File: src/rtl/btn_debounce_pkg.sv
// Shared types and defaults for the push-button conditioning path (package btn_pkg).
// State encoding and the idle polarity mask are also used by the downstream status block.
package btn_pkg;

    typedef enum logic [1:0] {
        REL   = 2'b00,
        PWAIT = 2'b01,
        PRS   = 2'b11,
        RWAIT = 2'b10
    } btn_state_e;

    localparam logic [5:0] BTN_ACTIVE_LOW_MASK   = 6'b000011;
    localparam int         BTN_DEBOUNCE_DEFAULT  = 1000000;
    localparam int         BTN_CNT_W_DEFAULT     = 20;

endpackage

File: src/rtl/btn_debounce_if.sv
// Button conditioning bus: raw pads in, debounced levels and strobes out.
// BTN_RELEASE_PULSE_EN adds the release_pulse strobe.
interface btn_debounce_if #(
    parameter int N_BTN = 6
);
    logic [N_BTN-1:0] btn_raw;
    logic [N_BTN-1:0] an;
    logic [N_BTN-1:0] press;
    logic [N_BTN-1:0] press_pulse;
`ifdef BTN_RELEASE_PULSE_EN
    logic [N_BTN-1:0] release_pulse;

    modport master (output btn_raw, input an, press, press_pulse, release_pulse);
    modport slave  (input btn_raw, output an, press, press_pulse, release_pulse);
`else
    modport master (output btn_raw, input an, press, press_pulse);
    modport slave  (input btn_raw, output an, press, press_pulse);
`endif
endinterface

File: src/rtl/btn_debounce_ch.sv
// One button channel: 2-FF synchroniser, stable-count debounce FSM, registered outputs.
// BTN_RELEASE_PULSE_EN adds a one-cycle strobe on accepted release.
module btn_debounce_ch
    import btn_pkg::*;
#(
    parameter int   DEBOUNCE_CYCLES = BTN_DEBOUNCE_DEFAULT,
    parameter int   CNT_W           = BTN_CNT_W_DEFAULT,
    parameter logic ACTIVE_LOW      = 1'b0
) (
    input  logic clk,
    input  logic rst,
    input  logic btn_raw,
    output logic an,
    output logic press,
`ifdef BTN_RELEASE_PULSE_EN
    output logic release_pulse,
`endif
    output logic press_pulse
);

    localparam logic [CNT_W-1:0] CNT_LAST = CNT_W'(DEBOUNCE_CYCLES - 1);
    localparam logic [CNT_W-1:0] CNT_ONE  = CNT_W'(1);

    logic [1:0]       sync_d, sync_q;
    btn_state_e       state_d, state_q;
    logic [CNT_W-1:0] cnt_d, cnt_q;
    logic             press_d, press_q;
    logic             an_d, an_q;
    logic             press_pulse_d, press_pulse_q;
    logic             s;
`ifdef BTN_RELEASE_PULSE_EN
    logic             release_pulse_d, release_pulse_q;
`endif

    // s is 1 when the synchronised pad reads "pressed", whatever the pad polarity
    assign s      = sync_q[1] ^ ACTIVE_LOW;
    assign sync_d = {sync_q[0], btn_raw};

    always_comb begin
        state_d       = state_q;
        cnt_d         = cnt_q;
        press_pulse_d = 1'b0;
`ifdef BTN_RELEASE_PULSE_EN
        release_pulse_d = 1'b0;
`endif
        case (state_q)
            REL: begin
                if (s) begin
                    state_d = PWAIT;
                    cnt_d   = CNT_ONE;
                end else begin
                    cnt_d   = '0;
                end
            end
            PWAIT: begin
                if (!s) begin
                    state_d = REL;
                    cnt_d   = '0;
                end else if (cnt_q == CNT_LAST) begin
                    state_d       = PRS;
                    cnt_d         = '0;
                    press_pulse_d = 1'b1;
                end else begin
                    cnt_d = cnt_q + CNT_ONE;
                end
            end
            PRS: begin
                if (!s) begin
                    state_d = RWAIT;
                    cnt_d   = CNT_ONE;
                end else begin
                    cnt_d   = '0;
                end
            end
            RWAIT: begin
                if (s) begin
                    state_d = PRS;
                    cnt_d   = '0;
                end else if (cnt_q == CNT_LAST) begin
                    state_d = REL;
                    cnt_d   = '0;
`ifdef BTN_RELEASE_PULSE_EN
                    release_pulse_d = 1'b1;
`endif
                end else begin
                    cnt_d = cnt_q + CNT_ONE;
                end
            end
            default: begin
                state_d = REL;
                cnt_d   = '0;
            end
        endcase
        // Outputs follow the next state so press and press_pulse rise on the same edge
        press_d = (state_d == PRS) || (state_d == RWAIT);
        an_d    = press_d ^ ACTIVE_LOW;
    end

    always_ff @(posedge clk) begin
        if (rst) begin
            sync_q        <= {2{ACTIVE_LOW}};
            state_q       <= REL;
            cnt_q         <= '0;
            press_q       <= 1'b0;
            an_q          <= ACTIVE_LOW;
            press_pulse_q <= 1'b0;
`ifdef BTN_RELEASE_PULSE_EN
            release_pulse_q <= 1'b0;
`endif
        end else begin
            sync_q        <= sync_d;
            state_q       <= state_d;
            cnt_q         <= cnt_d;
            press_q       <= press_d;
            an_q          <= an_d;
            press_pulse_q <= press_pulse_d;
`ifdef BTN_RELEASE_PULSE_EN
            release_pulse_q <= release_pulse_d;
`endif
        end
    end

    assign an          = an_q;
    assign press       = press_q;
    assign press_pulse = press_pulse_q;
`ifdef BTN_RELEASE_PULSE_EN
    assign release_pulse = release_pulse_q;
`endif

endmodule

File: src/rtl/btn_debounce.sv
// N_BTN independent debounce channels presented on one bus.
// BTN_RELEASE_PULSE_EN adds release_pulse to the bus.
module btn_debounce
    import btn_pkg::*;
#(
    parameter int               N_BTN           = 6,
    parameter int               DEBOUNCE_CYCLES = BTN_DEBOUNCE_DEFAULT,
    parameter int               CNT_W           = BTN_CNT_W_DEFAULT,
    parameter logic [N_BTN-1:0] ACTIVE_LOW_MASK = N_BTN'(BTN_ACTIVE_LOW_MASK)
) (
    input logic           clk,
    input logic           rst,
    btn_debounce_if.slave bus
);

    logic [N_BTN-1:0] an_w;
    logic [N_BTN-1:0] press_w;
    logic [N_BTN-1:0] press_pulse_w;
`ifdef BTN_RELEASE_PULSE_EN
    logic [N_BTN-1:0] release_pulse_w;
`endif

    for (genvar g = 0; g < N_BTN; g++) begin : g_ch
        btn_debounce_ch #(
            .DEBOUNCE_CYCLES(DEBOUNCE_CYCLES),
            .CNT_W          (CNT_W),
            .ACTIVE_LOW     (ACTIVE_LOW_MASK[g])
        ) u_ch (
            .clk          (clk),
            .rst          (rst),
            .btn_raw      (bus.btn_raw[g]),
            .an           (an_w[g]),
            .press        (press_w[g]),
`ifdef BTN_RELEASE_PULSE_EN
            .release_pulse(release_pulse_w[g]),
`endif
            .press_pulse  (press_pulse_w[g])
        );
    end

    assign bus.an          = an_w;
    assign bus.press       = press_w;
    assign bus.press_pulse = press_pulse_w;
`ifdef BTN_RELEASE_PULSE_EN
    assign bus.release_pulse = release_pulse_w;
`endif

endmodule

File: src/flat_wrapper.sv
// flat-port wrapper written by rule: the top's interface ports become plain ports
module btn_debounce_flat import btn_pkg::*;
#(
    parameter int               N_BTN           = 6,
    parameter int               DEBOUNCE_CYCLES = BTN_DEBOUNCE_DEFAULT,
    parameter int               CNT_W           = BTN_CNT_W_DEFAULT,
    parameter logic [N_BTN-1:0] ACTIVE_LOW_MASK = N_BTN'(BTN_ACTIVE_LOW_MASK)
)
  (clk, rst, bus_btn_raw, bus_an, bus_press, bus_press_pulse);
  btn_debounce_if #(.N_BTN(N_BTN)) bus_i ();
  input logic clk;
  input logic rst;
  input wire logic [$bits(bus_i.btn_raw)-1:0] bus_btn_raw;
  output wire logic [$bits(bus_i.an)-1:0] bus_an;
  output wire logic [$bits(bus_i.press)-1:0] bus_press;
  output wire logic [$bits(bus_i.press_pulse)-1:0] bus_press_pulse;
  assign bus_i.btn_raw = bus_btn_raw;
  assign bus_an = bus_i.an;
  assign bus_press = bus_i.press;
  assign bus_press_pulse = bus_i.press_pulse;
  btn_debounce #(.N_BTN(N_BTN), .DEBOUNCE_CYCLES(DEBOUNCE_CYCLES), .CNT_W(CNT_W), .ACTIVE_LOW_MASK(ACTIVE_LOW_MASK)) u_core (.clk(clk), .rst(rst), .bus(bus_i));
endmodule
File: config.mk
export PLATFORM = sky130hd
export DESIGN_NAME = btn_debounce_flat
export DESIGN_NICKNAME = d
export VERILOG_FILES = /design/src/rtl/btn_debounce_pkg.sv /design/src/rtl/btn_debounce_if.sv /design/src/rtl/btn_debounce_ch.sv /design/src/rtl/btn_debounce.sv /design/src/flat_wrapper.sv
export SDC_FILE = /design/constraint.sdc
export NUM_CORES = 1
export LEC_CHECK = 0
export ABC_CLOCK_PERIOD_IN_PS = 5600
export BUFFER_PORTS_ARGS = -buffer_cell sky130_fd_sc_hd__buf_2
export CAP_MARGIN = 40
export CORE_ASPECT_RATIO = 2
export CORE_UTILIZATION = 55
export CTS_CLUSTER_DIAMETER = 100
export DETAILED_ROUTE_END_ITERATION = 8
export PLACE_DENSITY = 0.72
export SYNTH_ARGS = -nofsm -noshare
export SYNTH_HDL_FRONTEND = slang
export SYNTH_HIERARCHICAL = 1
export SYNTH_SLANG_ARGS = --single-unit
File: constraint.sdc
create_clock -name clk -period 5.6 [get_ports clk]
set_input_delay 0.28 -clock clk [delete_from_list [all_inputs] [get_ports clk]]
set_output_delay 0.28 -clock clk [all_outputs]
set_load 0.03 [all_outputs]
Yosys cells after proc, flatten, opt, wreduce, memory -nomap -nowiden:

Cells that the tools add are included.

* register bits after elaboration: 158
* bits of input ports: 8
* output and inout port bits: 18
* word-level logic and storage cells: 188

* add/sub/neg operators: 6
* equal/unequal tests: 36
* multiplexer cells: 84
* bitwise operators: 12
* reduce and logical (&&, ||, !) cells: 18

Operators by type and width (number)
* $pmux W20 S4: 6
* $mux W20: 18
* $add A20 B1 Y20 const B: 6
* $eq A20 B20 Y1 const B: 6
* $mux W2: 36
* $eq A2 B2 Y1 const B: 24
* $pmux W2 S4: 6
* $mux W1: 18
* $reduce_or A3 Y1: 6
* $eq A2 B1 Y1 const B: 6
* $logic_not A2 Y1: 6
* $not A1 Y1: 12
* $logic_or A1 B1 Y1: 6

Depth between registers and ports, before layout:

Gate-level depths: netlist of run 1.

* depth in word-level cells: 7
* gate-level depth with buffers: 6
* gate-level depth less buffers: 5

Cells and area by module:

Netlist of run 1, hierarchy kept.

By module, submodules not included
* btn_debounce_ch (u_core.g_ch[2].u_ch ...): times used 3, cells an instance 133, area an instance 1168.6 um^2, sequential area each 500.5 um^2
* btn_debounce_ch (u_core.g_ch[0].u_ch ...): times used 2, cells an instance 139, area an instance 1237.4 um^2, sequential area each 520.5 um^2
* btn_debounce_ch (u_core.g_ch[5].u_ch): times used 1, cells an instance 138, area an instance 1194.9 um^2, sequential area each 520.5 um^2

Worst setup path after synthesis of run 1:

OpenSTA, ideal clock, no wires.

* kind: flip-flop to flip-flop
* start: register u_core.g_ch[2].u_ch.cnt_q[6]
* end: register u_core.g_ch[2].u_ch.state_q[1]
* library setup time: 95 ps
* data arrival time: 1944 ps
* data required time: 5505 ps
* path slack: 3561 ps
* stages on the path, launching flop included: 5
* buffers on the path: 0
* period minus slack after synthesis: 2039 ps
* cells stage by stage: dfxtp_1 or4_1 or4_4 or4_1 o311ai_1

* longest elaborated chain between the ends: 4
* elaborated cells on any way between the ends: 6
* those cells by class: eq/ne (1); mux (5)

Ends and longest elaborated chain
* start: declaration: line btn_debounce_ch.sv:26 `logic [CNT_W-1:0] cnt_d, cnt_q;`
* start signal: assignment: line btn_debounce_ch.sv:113 `cnt_q <= cnt_d;`
* $eq A20 B20 Y1 (*): line btn_debounce_ch.sv:59, btn_debounce_ch.sv:79
* $mux W2 (on tied branches): line btn_debounce_ch.sv:79, btn_debounce_ch.sv:59
* $mux W2 (on tied branches): line btn_debounce_ch.sv:76, btn_debounce_ch.sv:56
* $pmux W2 S4 (*): line btn_debounce_ch.sv:46 `case (state_q)`
* end signal: assignment: line btn_debounce_ch.sv:112 `state_q <= state_d;`
* end: declaration: line btn_debounce_ch.sv:25 `btn_state_e state_d, state_q;`

Mark *: on every way between the ends. The rest lies on a longest branch, timed or not.
A chain may end at the register's enable or synchronous reset.

Worst setup path after layout of run 1:

* start: register u_core.g_ch[2].u_ch.cnt_q[6]
* end: register u_core.g_ch[2].u_ch.cnt_q[2]

* longest elaborated chain between the ends: 4
* elaborated cells on any way between the ends: 5
* those cells by class: eq/ne (1); mux (4)

Ends and longest elaborated chain (line)
* $eq A20 B20 Y1 (*): btn_debounce_ch.sv:59, btn_debounce_ch.sv:79
* $mux W20 (*): btn_debounce_ch.sv:59, btn_debounce_ch.sv:79
* $mux W20 (on tied branches): btn_debounce_ch.sv:76, btn_debounce_ch.sv:56
* $pmux W20 S4 (*): btn_debounce_ch.sv:46

Marks and branches as above.

==> out/summary.md, run 1 <==
For the via count of the first global-routing pass, the log shows 5893. The internal portion of the total power is 1890 uW. For the number of DRC markers after the initial detailed-route iteration, the log shows 281. The reported leakage power came out at 0.00251 uW.

After layout, the worst setup slack is 3.17 ns. The die is 82.8 um wide. The highest net fanout along the worst path was 18.

The logs give 17 for the total clock buffers created by CTS and 2330 uW for the post-route total power. The power per standard cell area is 294 nW/um^2, and the switching share of power is 0.190. The initial cell density of the core is 0.568, and the pin slew with the least headroom to its limit is 0.869 ns. The share of layout cells above drive strength 1 works out to 0.112. Before antenna repair, the detailed router went through 4 iterations. Synthesis produced a netlist whose cell count is 815. The sink count of the clock tree is 153, and the routed length per placed instance is 15.4 um. Setup repair after global routing left no endpoint under its margin. After clock tree synthesis, the clock-pin slew on the worst setup and hold paths is 0.06 ns.

The non-filler instance count after layout is 990, and the ratio of routed vias to standard cells is 6.11. The HPWL after detailed placement is 10.8 mm, and the fraction of post-synthesis cell area in the top cell type by area is 0.427. In this run, post-CTS hold repair placed 0 buffers. Accumulated negative setup slack: 0 ns. The clock tree skew after final layout is 0.0313 ns.

The cell chosen for the clock root is clkbuf_16. Summed over all layers, the routed wires come to 15.3 mm. The worst hold-check slack is 0.0344 ns.

In the synthesized netlist the dominant register cell turns out to be dfxtp_1. The run finished with clean final reports. STA puts the critical path data required time at 5.84 ns. Max-cap violations in this run came to 0. Yosys mapped a number of flops with a built-in enable equal to 0. The setup slack at placement was 3.24 ns. In this run the standard cell core region covers 12600 sq um. From synthesis to final layout, the design area changed by 10.5%.

Counting flops and latches in the post-synthesis netlist gives 153. The mapped netlist covers 7180 sq um. The worst hold path belongs to the class input port to flop. The share of flip-flops with an asynchronous set or reset after synthesis works out to 0.

For the DRC violation count after routing, the log shows 0. The worst setup path is of the flop to flop kind. TritonCTS built the clock tree.

The total nets after synthesis is 829. The height of the die was 164 um. Based on the critical path, the design can be clocked at up to 411 MHz. The largest stage delay on the critical path came out at 0.61 ns. The run gives 4 as the H-tree depth reported by CTS. The run gives 0.239 as the total routing usage reported by global routing.

Averaged over all synthesized cells, the footprint is 8.80 sq um. The Yosys step of the flow raised 6 warnings. The logs give 2 for the number of buffers on the longest clock path and 0 for the final-report setup violation count. The later-pin clock latency in the skew report is 0.42 ns, and the power spent charging and discharging nets is 444 uW. The die area is 13500 sq um. The logs give 0 for the total of cells resized after clock tree synthesis and 0.517 for the proportion of power drawn by the clock network. The worst-case headroom to the max-slew limit was 0.419; the number of buffers added on ports was 25.

The run gives 0 as the hold violation total from the final report. The number of placed instances, taps included, is 958. The first global-routing pass estimated 25.2 mm of wire. The count of nets left with antenna violations once routing finished came out at 0. In this run the core area contains 58 standard-cell rows. The congestion estimate from routability-driven global placement came to 0.892. In this run the count of I/O pins placed on the die edge is 26.

Kind of end point of the critical path: a flop. The final critical-path share of the clock period was 0.435. The setup fix buffers added after clock tree synthesis was 0. The most common cell in the synthesized netlist is dfxtp_1.

The portion of total power attributed to combinational logic is 0.010, and the via count is 6047. Traced cell by cell, the critical path runs through or4_1 -> or4_4 -> o21ai_2 -> nor2_1. The number of diodes added for antenna fixing is 0.

The logs give 0 for the number of pins with negative max-slew slack in the final report and 0 for the total global routing overflow. By count the netlist is led by 153 x dfxtp_1, 95 x nor2_1, 53 x nand2_1. The final period demand of the worst path was 2.43 ns; the worst endpoint data arrival time was 2.68 ns. The share of power burned in registers is 0.473, and the largest net degree at the start of global routing is 57. The count of cell types in the netlist is 51.

The type of origin of the critical path was a flop. The run gives 0.427 as the post-synthesis sequential area ratio. The biggest area contributor in the post-synthesis netlist is dfxtp_1. In the post-synthesis netlist, the biggest area contributors are dfxtp_1 43%, xor2_1 5.7%, nor2_1 5.0%. The final layout contains 841 nets.

The initial antenna violation count was 0. Across the VDD grid, the largest voltage drop is 0.000252 V. Cell at the slowest stage of the critical path: o21ai_2.
[area by class of cell]
class	instances	area [sq um]
Fill cell	1117	4700
Multi-Input combinational cell	601	3810
Sequential cell	153	3060
Clock buffer	26	529
Tap cell	150	188
Timing Repair Buffer	25	125
Inverter	29	109
Clock inverter	6	108
[cell usage in the layout, fill, tap and decap left out, types with 6 or more instances in the layout]
cell type / synthesis / layout
clkbuf_8: 0 / 7
or2_2: 7 / 7
and4_1: 14 / 14
xor2_1: 47 / 47
nor2_1: 95 / 95
inv_1: 29 / 29
nand3b_1: 6 / 6
nor2b_1: 10 / 10
o31ai_1: 22 / 22
nand2_1: 53 / 53
or4_1: 33 / 33
or3_1: 16 / 16
o21ai_0: 15 / 15
xnor2_1: 29 / 29
ha_1: 6 / 6
nor3_1: 16 / 16
and3_1: 8 / 8
nor4_1: 26 / 26
buf_2: 5 / 25
nand3_1: 46 / 46
nor4b_1: 7 / 7
nand4_1: 33 / 33
a21oi_1: 35 / 35
dfxtp_1: 153 / 153
nand4b_1: 6 / 6
clkbuf_16: 0 / 17
nand2b_1: 6 / 6
[layer usage]
layer	global-route usage	share of wire
met2	0.459	0.56
met3	0.0441	0.024
met1	0.216	0.38
met5	0	0
met4	0.143	0.031
[cells by family (layout without fill, tap and decap cells)]
kind of cell,after synthesis,count (layout),synth area share
simple gates,413,413,0.331
buf+inv,61,86,0.0422
flops,153,153,0.427
compound gates,106,106,0.0970
fa+ha+maj,6,6,0.0105
xor+xnor,76,76,0.0928
[power groups by stage]
stage | clock, uW | sequential [uW] | combinational (uW)
3_5_place_dp | 0 | 1130 | 23.3
4_1_cts | 1230 | 1100 | 23.5
6_report | 1210 | 1100 | 23.1
5_1_grt | 1270 | 1110 | 26.6
3_3_place_gp | 0 | 1130 | 22.3
2_1_floorplan | 0 | 1130 | 19.3
[state kept, by name, indices dropped and copies added (netlist names)]
register	cells
u_core/g_ch.u_ch/cnt_q	120
u_core/g_ch.u_ch/state_q	12
u_core/g_ch.u_ch/sync_q	12
u_core/g_ch.u_ch/an	3
u_core/g_ch.u_ch/press_pulse	6
[worst max-delay path: cells and delay by family (launching register included)]
| kind | cells | cell delay, ns |
|---|---|---|
| compound gates | 1 | 0.61 |
| flops | 1 | 0.36 |
| simple gates | 3 | 1.30 |
[final timing paths]
path	from	end	slack, ns	cells past startpoint
max	u_core/g_ch[2].u_ch/cnt_q[6]	u_core/g_ch[2].u_ch/cnt_q[2]	3.17	4
min	bus_btn_raw[0]	u_core/g_ch[0].u_ch/sync_q[0]	0.03	2
min reg2reg	u_core/g_ch[0].u_ch/sync_q[0]	u_core/g_ch[0].u_ch/sync_q[1]	0.41	1
max reg2reg	u_core/g_ch[2].u_ch/cnt_q[6]	u_core/g_ch[2].u_ch/cnt_q[2]	3.17	4
[through the flow]
stage / area [sq um] / utilization
global route: 7930 / 0.628
finish: 7930 / 0.628
CTS: 7930 / 0.628
detailed placement: 7290 / 0.578
global placement: 7290 / 0.578
floorplan: 7180 / -
Note: power is estimated with default switching activity, not from simulation.
==> run 2, diff against run 1 <==
Settings changed: ABC_CLOCK_PERIOD_IN_PS 5600 to 2330.
Clock period 5.6 ns to 2.33 ns, I/O delays scaled along.
==> run 2 against run 1 <==
Effect of this change:
- utilization is 1.3 points higher
- worst setup slack worse by 3.0 ns
- non-clock buffer count is 24 higher
- flip-flop and latch count stayed put
- wire length is 3.2% lower
- via count is 0.68% higher
- clock skew is 0.023 ns lower
- sequential share of layout area is 0.81 points lower
- cell area is 2.1% higher
==> out/summary.md, run 2 (synthesized netlist as in run 1, its figures left out) <==
The final period demand of the worst path is 2.16 ns (-0.275 ns), and the clock tree skew after final layout is 0.00849 ns (-0.0228 ns). The run gives 13500 sq um (unchanged) as the die area. In the final layout, the registers with the most flip-flops are u_core/g_ch.u_ch/cnt_q: 120 flops, u_core/g_ch.u_ch/state_q: 12 flops, u_core/g_ch.u_ch/sync_q: 12 flops.

The tools report the via count as 6088 (+0.68%). Traced cell by cell, the critical path runs through or4_1 -> or4_4 -> or4_1 -> o311ai_1. The worst path buffer plus inverter count was 0 (unchanged).

The run gives 0 (unchanged) as the DRC violation count after routing. The first-pass GRT wire length is 24.4 mm (-3.2%), and the ratio of routed vias to standard cells is 6.00 (-1.7%). The tools report the worst-case setup margin in the final layout as 0.170 ns (-3.00 ns). The run gives 0 (unchanged) as the hold violation total from the final report. The logs give 17 (unchanged) for the total clock buffers created by CTS and 0 (unchanged) for the setup fix buffers added after clock tree synthesis. Kind of end point of the critical path: a flop. The count of boundary I/O pins was 26 (unchanged).

The met1 usage in global routing is 0.216 (-0.000521), and the number of buffers added on ports is 25 (unchanged). The slowest stage of the critical path is the or4_1 cell. The HPWL after detailed placement is 10.4 mm (-3.9%). On the critical path the largest part of the delay comes from simple AND/OR/NAND/NOR gates.

Final critical-path share of the clock period: 0.927 (+0.492). The run finished with clean final reports. The reported leakage power is 0.00260 uW (+3.6%), and the total number of placement rows is 58 (unchanged). The height of the die is 164 um (unchanged). The tools report the cell area after layout as 8100 sq um (+2.1%).

The horizontal die dimension is 82.8 um (unchanged), and the largest net degree at the start of global routing is 49 (-14%). The number of maximum-capacitance violations was 0 (unchanged); the highest net fanout along the worst path was 6 (-12). The total of cells resized after clock tree synthesis is 0 (unchanged). The cell chosen for the clock root was clkbuf_16. The largest register by flop count is u_core/g_ch.u_ch/cnt_q. Number of buffers on the longest clock path: 2 (unchanged).

For the worst endpoint data arrival time, the log shows 2.47 ns (-0.21 ns). The initial antenna violation count is 0 (unchanged). For the via count of the first global-routing pass, the log shows 5936 (+0.73%).

For the accumulated negative setup slack, the log shows 0 ns (unchanged). The tools report the final-report setup violation count as 0 (unchanged). The worst setup path is launched from a flop. The run gives 227 (-19%) as the number of DRC markers after the initial detailed-route iteration. For the initial cell density of the core, the log shows 0.568 (unchanged). The later-pin clock latency in the skew report was 0.41 ns (about the same); the number of diodes added for antenna fixing was 0 (unchanged). Met2 track utilization from global routing: 0.434 (-0.0253). Setup repair after global routing left no endpoint under its margin. The post-CTS clock slew at the launch and capture registers of the worst setup and hold paths is 0.06 ns (about the same), and the setup slack at placement is 0.192 ns (-3.04 ns). The leading cell type in the layout, fill and taps excluded was dfxtp_1.

The pin slew with the least headroom to its limit was 0.828 ns (-0.0413 ns). From synthesis to final layout, the design area changed by 12.9%. The largest stage delay on the critical path came out at 0.56 ns (-0.05 ns).

The remaining antenna violation count after routing is 0 (unchanged), and the total detailed-routing wirelength is 14.8 mm (-3.2%). The standard cell area after detailed placement is 7440 sq um (+2.0%), and the share of layout cells above drive strength 1 is 0.131 (+0.0189). The number of pins with negative max-slew slack in the final report is 0 (unchanged). The top cell types in the final layout, fill and taps aside, are 153 x dfxtp_1, 95 x nor2_1, 53 x nand2_1. The tools report the final weighted congestion in routability-driven placement as 0.852 (-4.5%).

The required time at the worst-slack endpoint was 2.64 ns (-3.20 ns). met2 is the most crowded layer. The H-tree depth reported by CTS was 4 (unchanged); the sink count of the clock tree was 153 (unchanged). The worst setup path category is flop to flop. The worst-case headroom to the max-slew limit is 0.448 (+0.0292).

The routed length per placed instance came out at 14.6 um (-5.5%). Maximum operating frequency: 463 MHz (+13%). The tools report the placeable core region as 12600 sq um (unchanged). The logs give 0.229 (-0.00942) for the total routing usage reported by global routing and 0.000518 V (+110%) for the worst IR drop on VDD. The total global routing overflow was 0 (unchanged). TritonCTS built the clock tree.

Most prevalent standard cell on the critical path: or4_1. The path class of the tightest hold or removal check is input port to flop. The number of flip-flops under the largest register name is 120 (unchanged). For the global routing met3 resource utilization, the log shows 0.0447 (+0.000559). Power per standard cell area: 675 nW/um^2 (+130%).

The final net count was 865 (+2.9%); the detailed-router iteration count before antenna repair was 5 (+1).
run 2: changes by cell type in the layout (fill, tap and decap cells not counted), sizes merged:
cell and delta:
buf +18, bufinv -1, clkbuf -4, clkinv +1, clkinvlp +2, dlygate4sd3 +6
inv +2
run 2: worst reg2reg max path: cells and delay by family, from the launching register on:
| kind | cells | cell delay, ns |
|---|---|---|
| simple gates | 3 | 1.60 |
| compound gates | 1 | 0.10 |
| flops | 1 | 0.35 |
run 2: final cells by class:
cell class,count,area (sq um)
well taps,150,188
repair buffers,49,333
clock inverters,10,115
inverters,29,109
flip-flops and latches,153,3060
fillers,1061,4530
multi-input cells,601,3810
clock buffers,22,484
run 2: report_power, final:
| group | total (uW) | switching (uW) | internal [uW] |
|---|---|---|---|
| Combinational | 66.0 | 34.7 | 31.3 |
| Clock | 2750 | 1050 | 1690 |
| Sequential | 2660 | 21.1 | 2630 |
| Total | 5470 | 1110 | 4360 |
run 2: stage by stage:
stage	instances	hold WS (ns)	utilization	power, uW
after global placement	976	0.299	0.589	2770
after global routing	1014	0.342	0.642	5650
final	1014	0.288	0.642	5470
after detailed placement	976	0.303	0.589	2770
after floorplan	815	0.188	-	2750
after CTS	1014	0.280	0.642	5530
run 2: final timing paths:
check | slack (ns) | start | cells past startpoint | end
max | 0.17 | u_core/g_ch[2].u_ch/cnt_q[6] | 4 | u_core/g_ch[2].u_ch/state_q[1]
min | 0.29 | rst | 2 | u_core/g_ch[1].u_ch/state_q[0]
max reg2reg | 0.17 | u_core/g_ch[2].u_ch/cnt_q[6] | 4 | u_core/g_ch[2].u_ch/state_q[1]
min reg2reg | 0.41 | u_core/g_ch[1].u_ch/sync_q[0] | 1 | u_core/g_ch[1].u_ch/sync_q[1]
run 2: what timing repair did:
item                                    in CTS  in global routing
hold buffers                                 6                  0
endpoints found under the hold margin        6                  0
endpoints found under the setup margin       0                  0
run 2: per-layer routing:
layer,vias to the layer above,wire length (um)
met2,133,8080
met3,43,412
met5,-,0
li1,3047,-
met4,0,518
met1,2865,5770
==> run 3, diff against run 2 <==
Settings changed: ABC_AREA set to 1.
==> run 3 against run 2 <==
Effect of this change:
- sequential share of layout area shrank 2.6 points
- clock power decreased by 2%
- wire length increased by 7.4%
- synthesized cell count grew 34%
- clock-buffer cell count is the same
- non-clock buffer count down 17
- sequential power about the same
- worst setup slack improved by 0.39 ns
- die area grew 8.8%
- largest power group unchanged
==> out/summary.md, run 3 <==
The via count came out at 6631 (+8.9%). The worst setup path is of the flop to flop kind. Startpoint of the most critical hold path: rst. The required time at the worst-slack endpoint is 2.63 ns (about the same), and the hold violation total from the final report is 0 (unchanged). The final period demand of the worst path came out at 1.77 ns (-0.393 ns). The share of power burned in registers was 0.490 (+0.004); the later-pin clock latency in the skew report was 0.41 ns (about the same). The logs give 0 (unchanged) for the total of cells resized after clock tree synthesis and 0.392 (-0.0351) for the post-synthesis sequential area ratio. The logs give 0 (unchanged) for the setup fix buffers added after clock tree synthesis and 0.56 ns (+0.39 ns) for the worst-case register-to-register setup slack.

In the final layout, the registers with the most flip-flops are u_core/g_ch.u_ch/cnt_q: 120 flops, u_core/g_ch.u_ch/state_q: 12 flops, u_core/g_ch.u_ch/sync_q: 12 flops. The remaining antenna violation count after routing came out at 0 (unchanged). The worst endpoint data arrival time is 2.07 ns (-0.40 ns), and the final weighted congestion in routability-driven placement is 0.892 (+4.7%). The height of the die is 171 um (+4.3%).

Compared with the post-synthesis result, the final layout area differs by 11.3%. The number of buffers added on ports was 25 (unchanged). The H-tree depth reported by CTS is 4 (unchanged). Leaving out fill and tap cells, the most frequent cell in the layout is nor2_1. Post-synthesis average cell area: 7.14 sq um (-19%). The worst hold path terminates at u_core/g_ch[4].u_ch/state_q[0]. In the layout the commonest cells are 232 x nor2_1, 221 x nand2_1, 153 x dfxtp_1.

The final-report setup violation count came out at 0 (unchanged). The tools report the via count of the first global-routing pass as 6778 (+14%). The number of flip-flops under the largest register name was 120 (unchanged).

The worst IR drop on VDD was 0.000496 V (-4.3%). The detailed-router iteration count before antenna repair was 5 (unchanged); the share of layout cells above drive strength 1 was 0.141 (+0.0101). Of all cell types, the one taking the most synthesized area is dfxtp_1.

The tools report the placeable core region as 13900 sq um (+10%). Among all cell types in the netlist, the one instantiated most often is nor2_1. The logs give 0.00911 ns (+0.000626 ns) for the clock tree skew after final layout and 1095 (+34%) for the number of standard cells after synthesis. In the post-synthesis netlist, the biggest area contributors are dfxtp_1 39%, nor2_1 11%, nand2_1 11%. In the synthesized netlist, the cells that appear most often are 232 x nor2_1, 221 x nand2_1, 153 x dfxtp_1. The most critical setup path has its startpoint at u_core/g_ch[2].u_ch/cnt_q[0]. The count of cell types in the netlist was 34 (-33%). The origin of the critical flop-to-flop path was u_core/g_ch[2].u_ch/cnt_q[0]. The number of enable-type register cells in the synthesized netlist is 0 (unchanged), and the highest net fanout along the worst path is 18 (+12). Setup repair after global routing left no endpoint under its margin.

The number of hold buffers added after CTS is 6 (unchanged). Total nets after synthesis: 1109 (+34%). The routed length per placed instance was 11.9 um (-18%). The proportion of power drawn by the clock network was 0.499 (-0.003); the worst-case headroom to the max-slew limit was 0.740 (+0.292). Dominant synthesized flop cell: dfxtp_1. The netlist area before placement was 7820 sq um (+9.0%); the ratio of routed vias to standard cells was 4.98 (-17%). The share of flip-flops with an asynchronous set or reset after synthesis works out to 0 (unchanged). Reported leakage power: 0.00320 uW (+23%).

Fraction of post-synthesis cell area in the top cell type by area: 0.392 (-0.0351). The type of origin of the critical path was a flop. The run finished with clean final reports.

On the critical path, the stage with the largest delay is an instance of dfxtp_1. The tools report the final net count as 1144 (+32%). STA classifies the critical path endpoint as a flop.

Number of DRC markers after the initial detailed-route iteration: 255 (+12%). For the number of pins with negative max-slew slack in the final report, the log shows 0 (unchanged). The largest net degree at the start of global routing is 19 (-61%), and the flip-flop and latch count after synthesis is 153 (unchanged). The cell count of the worst hold path was 2 (unchanged). The run gives 0.239 (+0.00969) as the total routing usage reported by global routing. The first-pass GRT wire length was 27.9 mm (+14%); the die area was 14700 sq um (+8.8%). The tools report the total instance count after detailed placement as 1294 (+33%).

The tightest min-delay check is of the input port to flop type. The power spent charging and discharging nets is 1100 uW (-0.77%). For the HPWL after detailed placement, the log shows 11.9 mm (+15%).

Traced cell by cell, the critical path runs through ha_1 -> nand3_1 -> nor2_1 -> nand3_1 -> nand3_2 -> inv_1 -> nand2_1 -> nor2_1. The total clock buffers created by CTS is 17 (unchanged), and the portion of total power attributed to combinational logic is 0.012 (about the same). The largest register by flop count is u_core/g_ch.u_ch/cnt_q.

The accumulated negative setup slack was 0 ns (unchanged). The maximum operating frequency came out at 566 MHz (+22%). Cell chosen for the clock root: clkbuf_16. The total detailed-routing wirelength was 15.9 mm (+7.4%). The power per standard cell area works out to 620 nW/um^2 (-8.1%).

TritonCTS built the clock tree. Switching share of power: 0.204 (+0.00113). The initial antenna violation count was 0 (unchanged); the DRC violation count after routing was 0 (unchanged).

The post-CTS clock slew at the launch and capture registers of the worst setup and hold paths is 0.06 ns (about the same), and the initial cell density of the core is 0.563 (-0.00540). The tools report the number of buffers on the longest clock path as 2 (unchanged). The tools report the reg-to-reg endpoint as u_core/g_ch[2].u_ch/cnt_q[16]. The internal power contribution was 4290 uW (-1.5%); the final critical-path share of the clock period was 0.758 (-0.169). The run gives 6 (unchanged) as the number of synthesis warnings. Number of diodes added for antenna fixing: 0 (unchanged). The largest stage delay on the critical path is 0.37 ns (-0.19 ns), and the non-filler instance count after layout is 1332 (+31%). The pin slew with the least headroom to its limit is 0.389 ns (-0.439 ns). The horizontal die dimension was 86.3 um (+4.3%); the count of boundary I/O pins was 26 (unchanged). The number of maximum-capacitance violations is 0 (unchanged), and the sink count of the clock tree is 153 (unchanged). The logs give 61 (+5.2%) for the total number of placement rows and 0 (unchanged) for the total global routing overflow.

The worst reg2reg path depth is 8 (+4).
run 3: power by group through the flow:
stage / Sequential [uW] / Combinational (uW) / Clock, uW
CTS: 2640 / 63.5 / 2770
finish: 2640 / 62.9 / 2690
floorplan: 2700 / 35.6 / 0
detailed placement: 2700 / 55.4 / 0
global placement: 2700 / 54.8 / 0
global route: 2640 / 73.4 / 2870
run 3: cells by family after synthesis:
logic type	count (synthesis)	share of synthesized area
xor+xnor	58	0.0650
flops	153	0.392
fa+ha+maj	6	0.00960
simple gates	666	0.412
compound gates	56	0.0378
buf+inv	156	0.0840
run 3: routing by layer:
| metal | vias up | GRT usage | share of wire |
|---|---|---|---|
| met1 | 2996 | 0.214 | 0.36 |
| met4 | 0 | 0.143 | 0.043 |
| met3 | 52 | 0.0434 | 0.023 |
| met2 | 117 | 0.475 | 0.57 |
| met5 | - | 0 | 0 |
| li1 | 3466 | - | - |
run 3: final cells by class:
class / count / area, sq um
Multi-Input combinational cell: 786 / 4100
Fill cell: 1304 / 5190
Sequential cell: 153 / 3060
Timing Repair Buffer: 32 / 193
Tap cell: 189 / 236
Clock buffer: 22 / 464
Inverter: 140 / 526
Clock inverter: 10 / 119
run 3: stage by stage:
step | hold slack (ns) | cell area, sq um | utilization | power, uW | setup WS, ns
2_1_floorplan | 0.186 | 7820 | - | 2730 | 0.888
3_3_place_gp | 0.301 | 8060 | 0.580 | 2750 | 0.622
3_5_place_dp | 0.303 | 8060 | 0.580 | 2750 | 0.562
4_1_cts | 0.0821 | 8700 | 0.626 | 5470 | 0.555
5_1_grt | 0.104 | 8700 | 0.626 | 5590 | 0.348
6_report | 0.0943 | 8700 | 0.626 | 5390 | 0.563
run 3: how the worst max path moves through the flow:
stage	endpoint	depth (start not counted)
final	u_core/g_ch[2].u_ch/cnt_q[16]	8
after global routing	u_core/g_ch[3].u_ch/cnt_q[16]	8
after CTS	u_core/g_ch[4].u_ch/cnt_q[16]	8
after detailed placement	u_core/g_ch[4].u_ch/cnt_q[16]	8
after global placement	u_core/g_ch[3].u_ch/cnt_q[16]	8
after floorplan	u_core/g_ch[2].u_ch/cnt_q[11]	7
run 3: worst max-delay path: cells and delay by family, from the launching register on:
family / cells / cell delay (ns)
simple gates: 6 / 0.87
buf+inv: 1 / 0.10
fa+ha+maj: 1 / 0.32
flops: 1 / 0.37
